<file path="src/rtl/cpu_programmer_pkg.sv">
// Shared constants for the CPU programmer: FSM encoding, default load sizing
// and the bit positions of the CPU control signals on its uio bus.
package cpu_programmer_pkg;

  typedef enum logic [2:0] {
    ST_IDLE      = 3'd0,
    ST_PREFETCH  = 3'd1,
    ST_LOAD      = 3'd2,
    ST_WAIT_DONE = 3'd3,
    ST_DONE      = 3'd4,
    ST_ERROR     = 3'd5
  } state_e;

  localparam int DEF_NUM_BYTES    = 16;
  localparam int DEF_DONE_TIMEOUT = 64;
  localparam int CNT_W            = 5;

  // CPU control-block pin mapping on the uio bus
  localparam int UIO_PROG_BIT  = 0;
  localparam int UIO_READY_BIT = 1;
  localparam int UIO_DONE_BIT  = 2;

  function automatic logic state_is_busy(input state_e s);
    return (s == ST_PREFETCH) || (s == ST_LOAD) || (s == ST_WAIT_DONE);
  endfunction

endpackage

</file>
<file path="src/rtl/byte_fifo2.sv">
// Two-entry byte FIFO holding program bytes between the host source and the CPU.
// The head is presented combinationally; an empty FIFO reads as 8'h00.
module byte_fifo2 (
  input  logic       clk,
  input  logic       rst_n,
  input  logic       clr_i,
  input  logic       push_i,
  input  logic       pop_i,
  input  logic [7:0] data_i,
  output logic [7:0] data_o,
  output logic       full_o,
  output logic       empty_o
);

  logic [7:0] mem_q [2];
  logic       wr_ptr_q;
  logic       rd_ptr_q;
  logic [1:0] count_q;
  logic       do_push;
  logic       do_pop;

  assign full_o  = (count_q == 2'd2);
  assign empty_o = (count_q == 2'd0);
  assign do_push = push_i && !full_o;
  assign do_pop  = pop_i && !empty_o;
  assign data_o  = empty_o ? 8'h00 : mem_q[rd_ptr_q];

  always_ff @(posedge clk or negedge rst_n) begin
    if (!rst_n) begin
      mem_q[0] <= 8'h00;
      mem_q[1] <= 8'h00;
      wr_ptr_q <= 1'b0;
      rd_ptr_q <= 1'b0;
      count_q  <= 2'd0;
    end else if (clr_i) begin
      wr_ptr_q <= 1'b0;
      rd_ptr_q <= 1'b0;
      count_q  <= 2'd0;
    end else begin
      if (do_push) begin
        mem_q[wr_ptr_q] <= data_i;
        wr_ptr_q        <= !wr_ptr_q;
      end
      if (do_pop) rd_ptr_q <= !rd_ptr_q;
      case ({do_push, do_pop})
        2'b10:   count_q <= count_q + 2'd1;
        2'b01:   count_q <= count_q - 2'd1;
        default: count_q <= count_q;
      endcase
    end
  end

endmodule

</file>
<file path="src/rtl/cpu_programmer.sv">
// Streams NUM_BYTES program bytes from a host source into a CPU's RAM through
// its programming-mode handshake, then waits for the CPU to confirm the load.
module cpu_programmer
  import cpu_programmer_pkg::*;
#(
  parameter int NUM_BYTES    = DEF_NUM_BYTES,
  parameter int DONE_TIMEOUT = DEF_DONE_TIMEOUT
) (
  input  logic             clk,
  input  logic             rst_n,
  input  logic             start,
  input  logic [7:0]       src_data,
  input  logic             src_valid,
  output logic             src_ready,
  output logic [7:0]       prog_data,
  output logic             programming,
  input  logic             cpu_ready,
  input  logic             cpu_done,
  output logic             busy,
  output logic             done,
  output logic             error,
  output logic [CNT_W-1:0] byte_count,
  output state_e           dbg_state_o
);

  localparam int               TMR_W    = $clog2(DONE_TIMEOUT + 1);
  localparam logic [CNT_W-1:0] NB       = CNT_W'(NUM_BYTES);
  localparam logic [TMR_W-1:0] TMO_LAST = TMR_W'(DONE_TIMEOUT - 1);

  state_e           state_q;
  logic [CNT_W-1:0] byte_count_q;
  logic [CNT_W-1:0] fetched_q;
  logic [TMR_W-1:0] timer_q;
  logic             done_q;
  logic             error_q;
  logic             fifo_full;
  logic             fifo_empty;
  logic             can_start;
  logic             push;
  logic             pop;
  logic             primed;

  // Handshakes: a source byte transfers on any rising edge where src_valid and
  // src_ready are both high; the CPU takes prog_data on any edge with cpu_ready
  // high in LOAD, and an empty FIFO at that moment is an underrun.
  assign can_start   = start && (state_q inside {ST_IDLE, ST_DONE, ST_ERROR});
  assign busy        = state_is_busy(state_q);
  assign programming = (state_q == ST_LOAD) || (state_q == ST_WAIT_DONE);
  assign src_ready   = busy && !fifo_full && (fetched_q < NB);
  assign push        = src_valid && src_ready;
  assign pop         = (state_q == ST_LOAD) && cpu_ready && !fifo_empty;
  assign primed      = fifo_full || ((NUM_BYTES == 1) && !fifo_empty);

  assign done        = done_q;
  assign error       = error_q;
  assign byte_count  = byte_count_q;
  assign dbg_state_o = state_q;

  byte_fifo2 u_fifo (
    .clk     (clk),
    .rst_n   (rst_n),
    .clr_i   (can_start),
    .push_i  (push),
    .pop_i   (pop),
    .data_i  (src_data),
    .data_o  (prog_data),
    .full_o  (fifo_full),
    .empty_o (fifo_empty)
  );

  always_ff @(posedge clk or negedge rst_n) begin
    if (!rst_n) begin
      state_q      <= ST_IDLE;
      byte_count_q <= '0;
      fetched_q    <= '0;
      timer_q      <= '0;
      done_q       <= 1'b0;
      error_q      <= 1'b0;
    end else begin
      if (push) fetched_q <= fetched_q + 1'b1;
      case (state_q)
        ST_IDLE, ST_DONE, ST_ERROR: begin
          if (can_start) begin
            state_q      <= ST_PREFETCH;
            byte_count_q <= '0;
            fetched_q    <= '0;
            timer_q      <= '0;
            done_q       <= 1'b0;
            error_q      <= 1'b0;
          end
        end
        ST_PREFETCH: begin
          if (primed) state_q <= ST_LOAD;
        end
        ST_LOAD: begin
          if (cpu_ready) begin
            if (fifo_empty) begin
              state_q <= ST_ERROR;
              error_q <= 1'b1;
            end else begin
              if (byte_count_q < NB) byte_count_q <= byte_count_q + 1'b1;
              if (byte_count_q >= NB - 1'b1) begin
                state_q <= ST_WAIT_DONE;
                timer_q <= '0;
              end
            end
          end
        end
        ST_WAIT_DONE: begin
          // A further byte request means the CPU expects a longer program.
          if (cpu_ready) begin
            state_q <= ST_ERROR;
            error_q <= 1'b1;
          end else if (cpu_done) begin
            state_q <= ST_DONE;
            done_q  <= 1'b1;
          end else if (timer_q == TMO_LAST) begin
            state_q <= ST_ERROR;
            error_q <= 1'b1;
          end else begin
            timer_q <= timer_q + 1'b1;
          end
        end
        default: state_q <= ST_IDLE;
      endcase
    end
  end

endmodule

</file>
<file path="config.mk">
export PLATFORM = sky130hd
export DESIGN_NAME = cpu_programmer
export DESIGN_NICKNAME = d
export VERILOG_FILES = /design/src/rtl/cpu_programmer_pkg.sv /design/src/rtl/byte_fifo2.sv /design/src/rtl/cpu_programmer.sv
export SDC_FILE = /design/constraint.sdc
export NUM_CORES = 1
export LEC_CHECK = 0
export ABC_AREA = 1
export CORE_ASPECT_RATIO = 0.5
export CORE_UTILIZATION = 50
export CTS_BUF_LIST = sky130_fd_sc_hd__clkbuf_8
export CTS_CLUSTER_SIZE = 24
export DETAILED_ROUTE_END_ITERATION = 12
export PLACE_DENSITY_LB_ADDON = 0.15
export SYNTH_ARGS = -nofsm -noshare
export SYNTH_HDL_FRONTEND = slang
export SYNTH_SLANG_ARGS = --single-unit
</file>
<file path="constraint.sdc">
create_clock -name clk -period 1.83 [get_ports clk]
set_clock_uncertainty 0.1 [all_clocks]
set_input_delay 0.4575 -clock clk [delete_from_list [all_inputs] [get_ports clk]]
set_output_delay 0.4575 -clock clk [all_outputs]
set_load 0.005 [all_outputs]
</file>
## Yosys cells after proc, flatten, opt, wreduce, memory -nomap -nowiden

Cells that the tools add are included.

- Register bits: 42
- Bits of input ports: 14
- Output and inout bits: 21
- Word-level logic and storage cells: 129

- Add/sub/neg operators: 5
- Magnitude comparators: 6
- Equal/unequal tests: 24
- Mux-type cells: 48
- Bitwise operators: 3
- Reductions and logical operators: 32

Operators by type and width:

| operator | count |
|---|---|
| 7-bit two-way mux | 7 |
| 8-bit two-way mux | 5 |
| 5-bit two-way mux | 7 |
| 3-bit two-way mux | 8 |
| 7-bit case mux with 3 select lines | 1 |
| 16-bit bitwise mux | 1 |
| 2-bit inequality test (second input constant) | 7 |
| 1-bit two-way mux | 12 |
| 3-bit case mux with 4 select lines | 1 |
| 5-bit by 1-bit adder with 5-bit output (second input constant) | 2 |
| 5-bit < comparator (second input constant) | 2 |
| 5-bit case mux with 2 select lines | 1 |
| 5-bit AND reduction | 2 |
| 1-bit logical AND | 9 |
| 3-bit nonzero test | 3 |
| 8-bit demux with 1-bit select | 1 |
| 2-bit by 1-bit inequality test with 1-bit output (second input constant) | 4 |
| 8-bit AND reduction | 1 |
| 2-bit nonzero test | 4 |
| 7-bit by 1-bit adder with 7-bit output (second input constant) | 1 |
| 7-bit by 6-bit equality test with 1-bit output (second input constant) | 1 |
| 3-bit by 2-bit equality test with 1-bit output (second input constant) | 2 |
| 3-bit equality test (second input constant) | 2 |
| 6-bit AND reduction | 1 |
| other kinds (25) | 33 |

## Logic depth before layout (Yosys ltp)

- Word-level depth: 10
- Depth in mapped cells: 11

## Hierarchy

From an unflattened synthesis, not the netlist that was laid out.

- Cell total of the unflattened synthesis: 321
- Area, all modules: 2,423.6 um^2

Modules (own cells, without submodules):

| module | instances | cells an instance | area each (um^2) | seq. area each (um^2) |
|---|---|---|---|---|
| cpu_programmer | 1 | 201 | 1,467.7 | 550.5 |
| byte_fifo2 | 1 | 120 | 955.9 | 500.5 |

## Worst setup path after synthesis

No wires, ideal clock.

- Path type: reg-to-reg
- Start point: register byte_count_q[0], in the netlist byte_count[0]
- End point: register timer_q[6]
- Setup time: 0.117 ns
- Data arrival time: 1.506 ns
- Data required time: 1.613 ns
- Slack: 0.107 ns
- Stages on the path, launching flop included: 12
- Path buffers: 0
- Path through: dfrtp_1 > ha_1 > nand2_1 > nor2_1 > ha_1 > nor2_1 > nand3_1 > nand2_1 > nor2_1 > nand2_2 > nand2_1 > nand2_1

- Word-level cells in the longest chain between the ends: 3

Ends and longest elaborated chain:

| what | line | source |
|---|---|---|
| start: declaration | cpu_programmer.sv:31 | `logic [CNT_W-1:0] byte_count_q;` |
| start signal: assignment | cpu_programmer.sv:101 | `if (byte_count_q < NB) byte_count_q <= byte_count_q + 1'b1;` |
| 5-bit by 4-bit >= comparator with 1-bit output | cpu_programmer.sv:102 | `if (byte_count_q >= NB - 1'b1) begin` |
| 2-bit by 1-bit inequality test with 1-bit output (no line) | n/a |  |
| 8-bit AND reduction (no line) | n/a |  |
| end signal: assignment | cpu_programmer.sv:121 | `timer_q <= timer_q + 1'b1;` |
| end: declaration | cpu_programmer.sv:33 | `logic [TMR_W-1:0] timer_q;` |

Every way passes these cells.
A chain may end at the register's enable or synchronous reset.

## Final worst setup path

- Start point: register u_fifo.count_q[1]
- End point: output prog_data[7]

- Word-level cells in the longest chain between the ends: 2

Ends and longest elaborated chain:

| what | line | source |
|---|---|---|
| start: declaration | byte_fifo2.sv:18 | `logic [1:0] count_q;` |
| start signal: assignment | byte_fifo2.sv:46 | `2'b10: count_q <= count_q + 2'd1;` |
| start signal: assignment | byte_fifo2.sv:47 | `2'b01: count_q <= count_q - 2'd1;` |
| start signal: assignment | byte_fifo2.sv:48 | `default: count_q <= count_q;` |
| 2-bit logical NOT | byte_fifo2.sv:23 | `assign empty_o = (count_q == 2'd0);` |
| 8-bit two-way mux | byte_fifo2.sv:26 | `assign data_o = empty_o ? 8'h00 : mem_q[rd_ptr_q];` |
| end: declaration | cpu_programmer.sv:15 | `output logic [7:0] prog_data,` |

Every way passes these cells.

==> metrics.md <==
| Metric | Value |
|---|---|
| Power Density | 1500 mW/mm² |
| Most used standard cell by instance count after synthesis | sky130_fd_sc_hd__nand2_1 |
| Violations in the final reports | design-rule violations, negative setup slack |
| Top-Level Pins | 35 |
| Fraction of final layout cells sized beyond drive strength 1 | 26.5% |
| Cell count after synthesis | 303 |
| Total power | 0.00482 W |
| Worst-case reg-to-reg path depth | 10 |
| TritonCTS buffer count | 5 |
| Antenna Nets Post-Route | 0 |
| Starting density of the core | 52.4% |
| Post-synth top cells | 93 x sky130_fd_sc_hd__nand2_1, 42 x sky130_fd_sc_hd__dfrtp_1, 31 x sky130_fd_sc_hd__nor2_1, 29 x sky130_fd_sc_hd__inv_1, 27 x sky130_fd_sc_hd__nand3_1 |
| Die area | 0.00490 mm² |
| Critical Setup Path Class | reg -> out |
| Router iterations before antenna repair | 8 |
| Share of Yosys cell area claimed by the top area cell type | 45.6% |
| Peak ir drop on the vdd network | 0.716 mV |
| Fin Hold WS | 0.103 ns |
| Deepest level of the CTS H-tree | 2 |
| Cell area after synthesis | 0.00231 mm² |
| Layout Nets | 405 |
| Required time reported for the critical path endpoint | 1.27 ns |
| Period Utilization, post-route | 100% |
| Number of nets in the synthesized netlist | 321 |
| Fraction of synthesized area in multiplexers | 0% |
| Max-capacitance violation count | 0 |
| # fillers | 327 |
| Delay of the slowest cell on the worst path | 0.39 ns |
| Clock insertion delay at the later pin of the skew report | 0.30 ns |
| Worst Setup End Kind | output pin |
| Hold violation total from the final report | 0 |
| Total of warnings raised by yosys | 0 |
| Outcome | complete, but fails checks |
| Post-detailed-routing wire length | 5730 µm |
| Slew @ Worst Pin | 0.531 ns |
| Complex-gate fraction of the synthesized area | 10.5% |
| Cell type of the slowest stage on the worst timing path | sky130_fd_sc_hd__dfrtp_1 |
| Area of all placed cells without fillers | 0.00320 mm² |
| Maximum number of pins on one net before global-route repair | 43 |
| Top delay family on crit path | flip-flops |
| Kind of start point of the critical path | register |
| Total track usage | 24.9% |
| FMAX | 545 MHz |
| Multi-input logic area | 0.00117 mm² |
| Post-DP HPWL | 3880 µm |
| Number of buffers between clock root and the deepest sink | 2 |
| Leakage power summed over all cells | 1.68 nW |
| Number of synthesized flops with an enable pin | 0 |
| Setup violation total in the final timing report | 4 |
| Count of inserted antenna diode cells | 0 |
| Number of vias in the routed layout | 2276 |
| Startpoint of the worst setup timing path | u_fifo.count_q[1] |
| Root Driver | sky130_fd_sc_hd__clkbuf_8 |
| Number of pins exceeding their max-slew limit in the final report | 0 |
| Routability congestion estimate | 0.903 |
| Type of the worst min-delay path | in -> async |
| Worst EP arrival | 1.28 ns |
| Synth Area in Adders | 2.17% |
| Port Buffer Count | 34 |
| Number of stages on the worst setup path | 5 |
| Synth Area in XOR/XNOR | 1.52% |
| Largest cells by area after synthesis | sky130_fd_sc_hd__dfrtp_1 46%, sky130_fd_sc_hd__nand2_1 15%, sky130_fd_sc_hd__nand3_1 5.9% |
| Signed area change from the synthesized netlist to the final layout | 38.9% |
| Clk slew on worst S/H paths | 0.09 ns |
| Mean cell area of the mapped netlist | 7.61 µm² |
| TritonCTS clock tree | done |
| Num Clock Sinks | 42 |
| Placeable core area | 0.00440 mm² |
| Worst setup margin | -0.00327 ns |
| Number of standard-cell rows in the floorplan | 17 |
| Fraction of registers with async set or reset after synthesis | 100% |
| Remaining DRCs | 1 |
| Horizontal die dimension | 98.0 µm |
| Crit-path cells | nor2_2 > buf_6 > buf_6 > a21oi_2 > buf_2 |
| Total cell area at the placement stage | 0.00290 mm² |
| Unique cell type count in the Yosys netlist | 30 |
| Time the worst path needs with I/O delays and setup | 1.83 ns |
| Worst slack after detailed placement | -0.118 ns |
| Share of synthesized cell area in and, or, nand and nor gates | 33.1% |
| Core Util, Final | 72.7% |
| Storage element area | 0.00105 mm² |
| Cell type with the highest aggregate area in the netlist | sky130_fd_sc_hd__dfrtp_1 |
| Slew headroom | 64.6% |
| Post-synth top flop | sky130_fd_sc_hd__dfrtp_1 |
| Number of global-route vias before repair | 2167 |
| Violation count after the first detailed-route iteration | 119 |
| CP most frequent cell | sky130_fd_sc_hd__buf_6 |
| Wire length of the first global-routing pass | 9520 µm |
| Initial antenna violation count | 0 |
| Buffers and inverters on the worst path | 3 |
| Unrepaired setup endpoints after global routing | yes |
| Reg-to-reg startpoint | dbg_state_o[2] |
| Maximum fanout along the worst path | 4 |
| Mean number of vias per cell | 5.11 |
| Die Y-Extent | 50.0 µm |
| Flip-flop and latch count after synthesis | 42 |
| Largest family of logic cells by synthesized area | simple AND/OR/NAND/NOR gates |
| Portion of the post-synthesis area used by sequential elements | 45.6% |
| GRT Residual Overflow | 0 |
| Average wire per cell in the routed design | 12.9 µm |
cell type report:
class / count / area share [%]
clock buffer: 5 / 2.15
clock inverter: 3 / 0.547
inverter: 31 / 3.79
multi-input combinational: 224 / 36.4
sequential: 42 / 32.9
tap: 57 / 2.23
timing repair buffer: 83 / 21.9
repair_timing:
action | CTS | global route
pin swaps | 7 | 3
buffers inserted | 19 | 1
endpoints found under the setup margin | 15 | 29
gates resized for setup | 64 | 20
hold buffers | 0 | 0
worst paths after layout:
check                      slack, ns               end
setup / recovery              -0.003      prog_data[7]
hold / removal                  0.10        timer_q[3]
setup reg to reg                0.09  u_fifo.mem_q[13]
hold reg to reg                 0.39  u_fifo.mem_q[15]
max in group asynchronous       1.11    dbg_state_o[1]
min in group clk                0.39  u_fifo.mem_q[15]
per-layer routing:
metal	global-route usage [%]	part of all wire [%]
met1	30.9	45
met3	5.96	5.1
met5	0	0
met4	7.83	1.9
met2	43.5	48
cell usage in the layout (no fill, tap or decap), types with 6 or more instances in the layout:
| master | instances |
|---|---|
| sky130_fd_sc_hd__o21ai_2 | 8 |
| sky130_fd_sc_hd__buf_4 | 39 |
| sky130_fd_sc_hd__clkdlybuf4s50_1 | 16 |
| sky130_fd_sc_hd__nand2_1 | 91 |
| sky130_fd_sc_hd__o21ai_0 | 16 |
| sky130_fd_sc_hd__nand3_1 | 26 |
| sky130_fd_sc_hd__dfrtp_1 | 39 |
| sky130_fd_sc_hd__a21oi_1 | 6 |
| sky130_fd_sc_hd__nand4_1 | 10 |
| sky130_fd_sc_hd__nor2_1 | 27 |
| sky130_fd_sc_hd__buf_2 | 11 |
| sky130_fd_sc_hd__buf_6 | 9 |
| sky130_fd_sc_hd__a21oi_2 | 6 |
| sky130_fd_sc_hd__inv_1 | 29 |
cell families after synthesis:
logic type,count (synthesis)
compound gates,42
xor+xnor,4
fa+ha+maj,4
buf+inv,37
flops,42
simple gates,174
power breakdown:
| part | total, W | switching (W) | internal, W |
|---|---|---|---|
| logic | 0.00280 | 0.00149 | 0.00131 |
| registers | 0.00142 | 0.000197 | 0.00122 |
| clock network | 0.000601 | 0.000337 | 0.000264 |
sequential cells by signal (all words and copies together), names as in the netlist:
name,flops
byte_count,5
dbg_state_o,3
done,1
error,1
fetched_q,5
timer_q,7
u_fifo.count_q,2
u_fifo.mem_q,16
u_fifo.rd_ptr_q,1
u_fifo.wr_ptr_q,1
metrics by stage:
step / std cells / TNS [ns]
finish: 445 / -0.00758
global route: 445 / -0.594
CTS: 444 / 0
detailed placement: 418 / -0.805
global placement: 418 / -0.328
floorplan: 303 / 0
(Power assumes the default switching activity.)
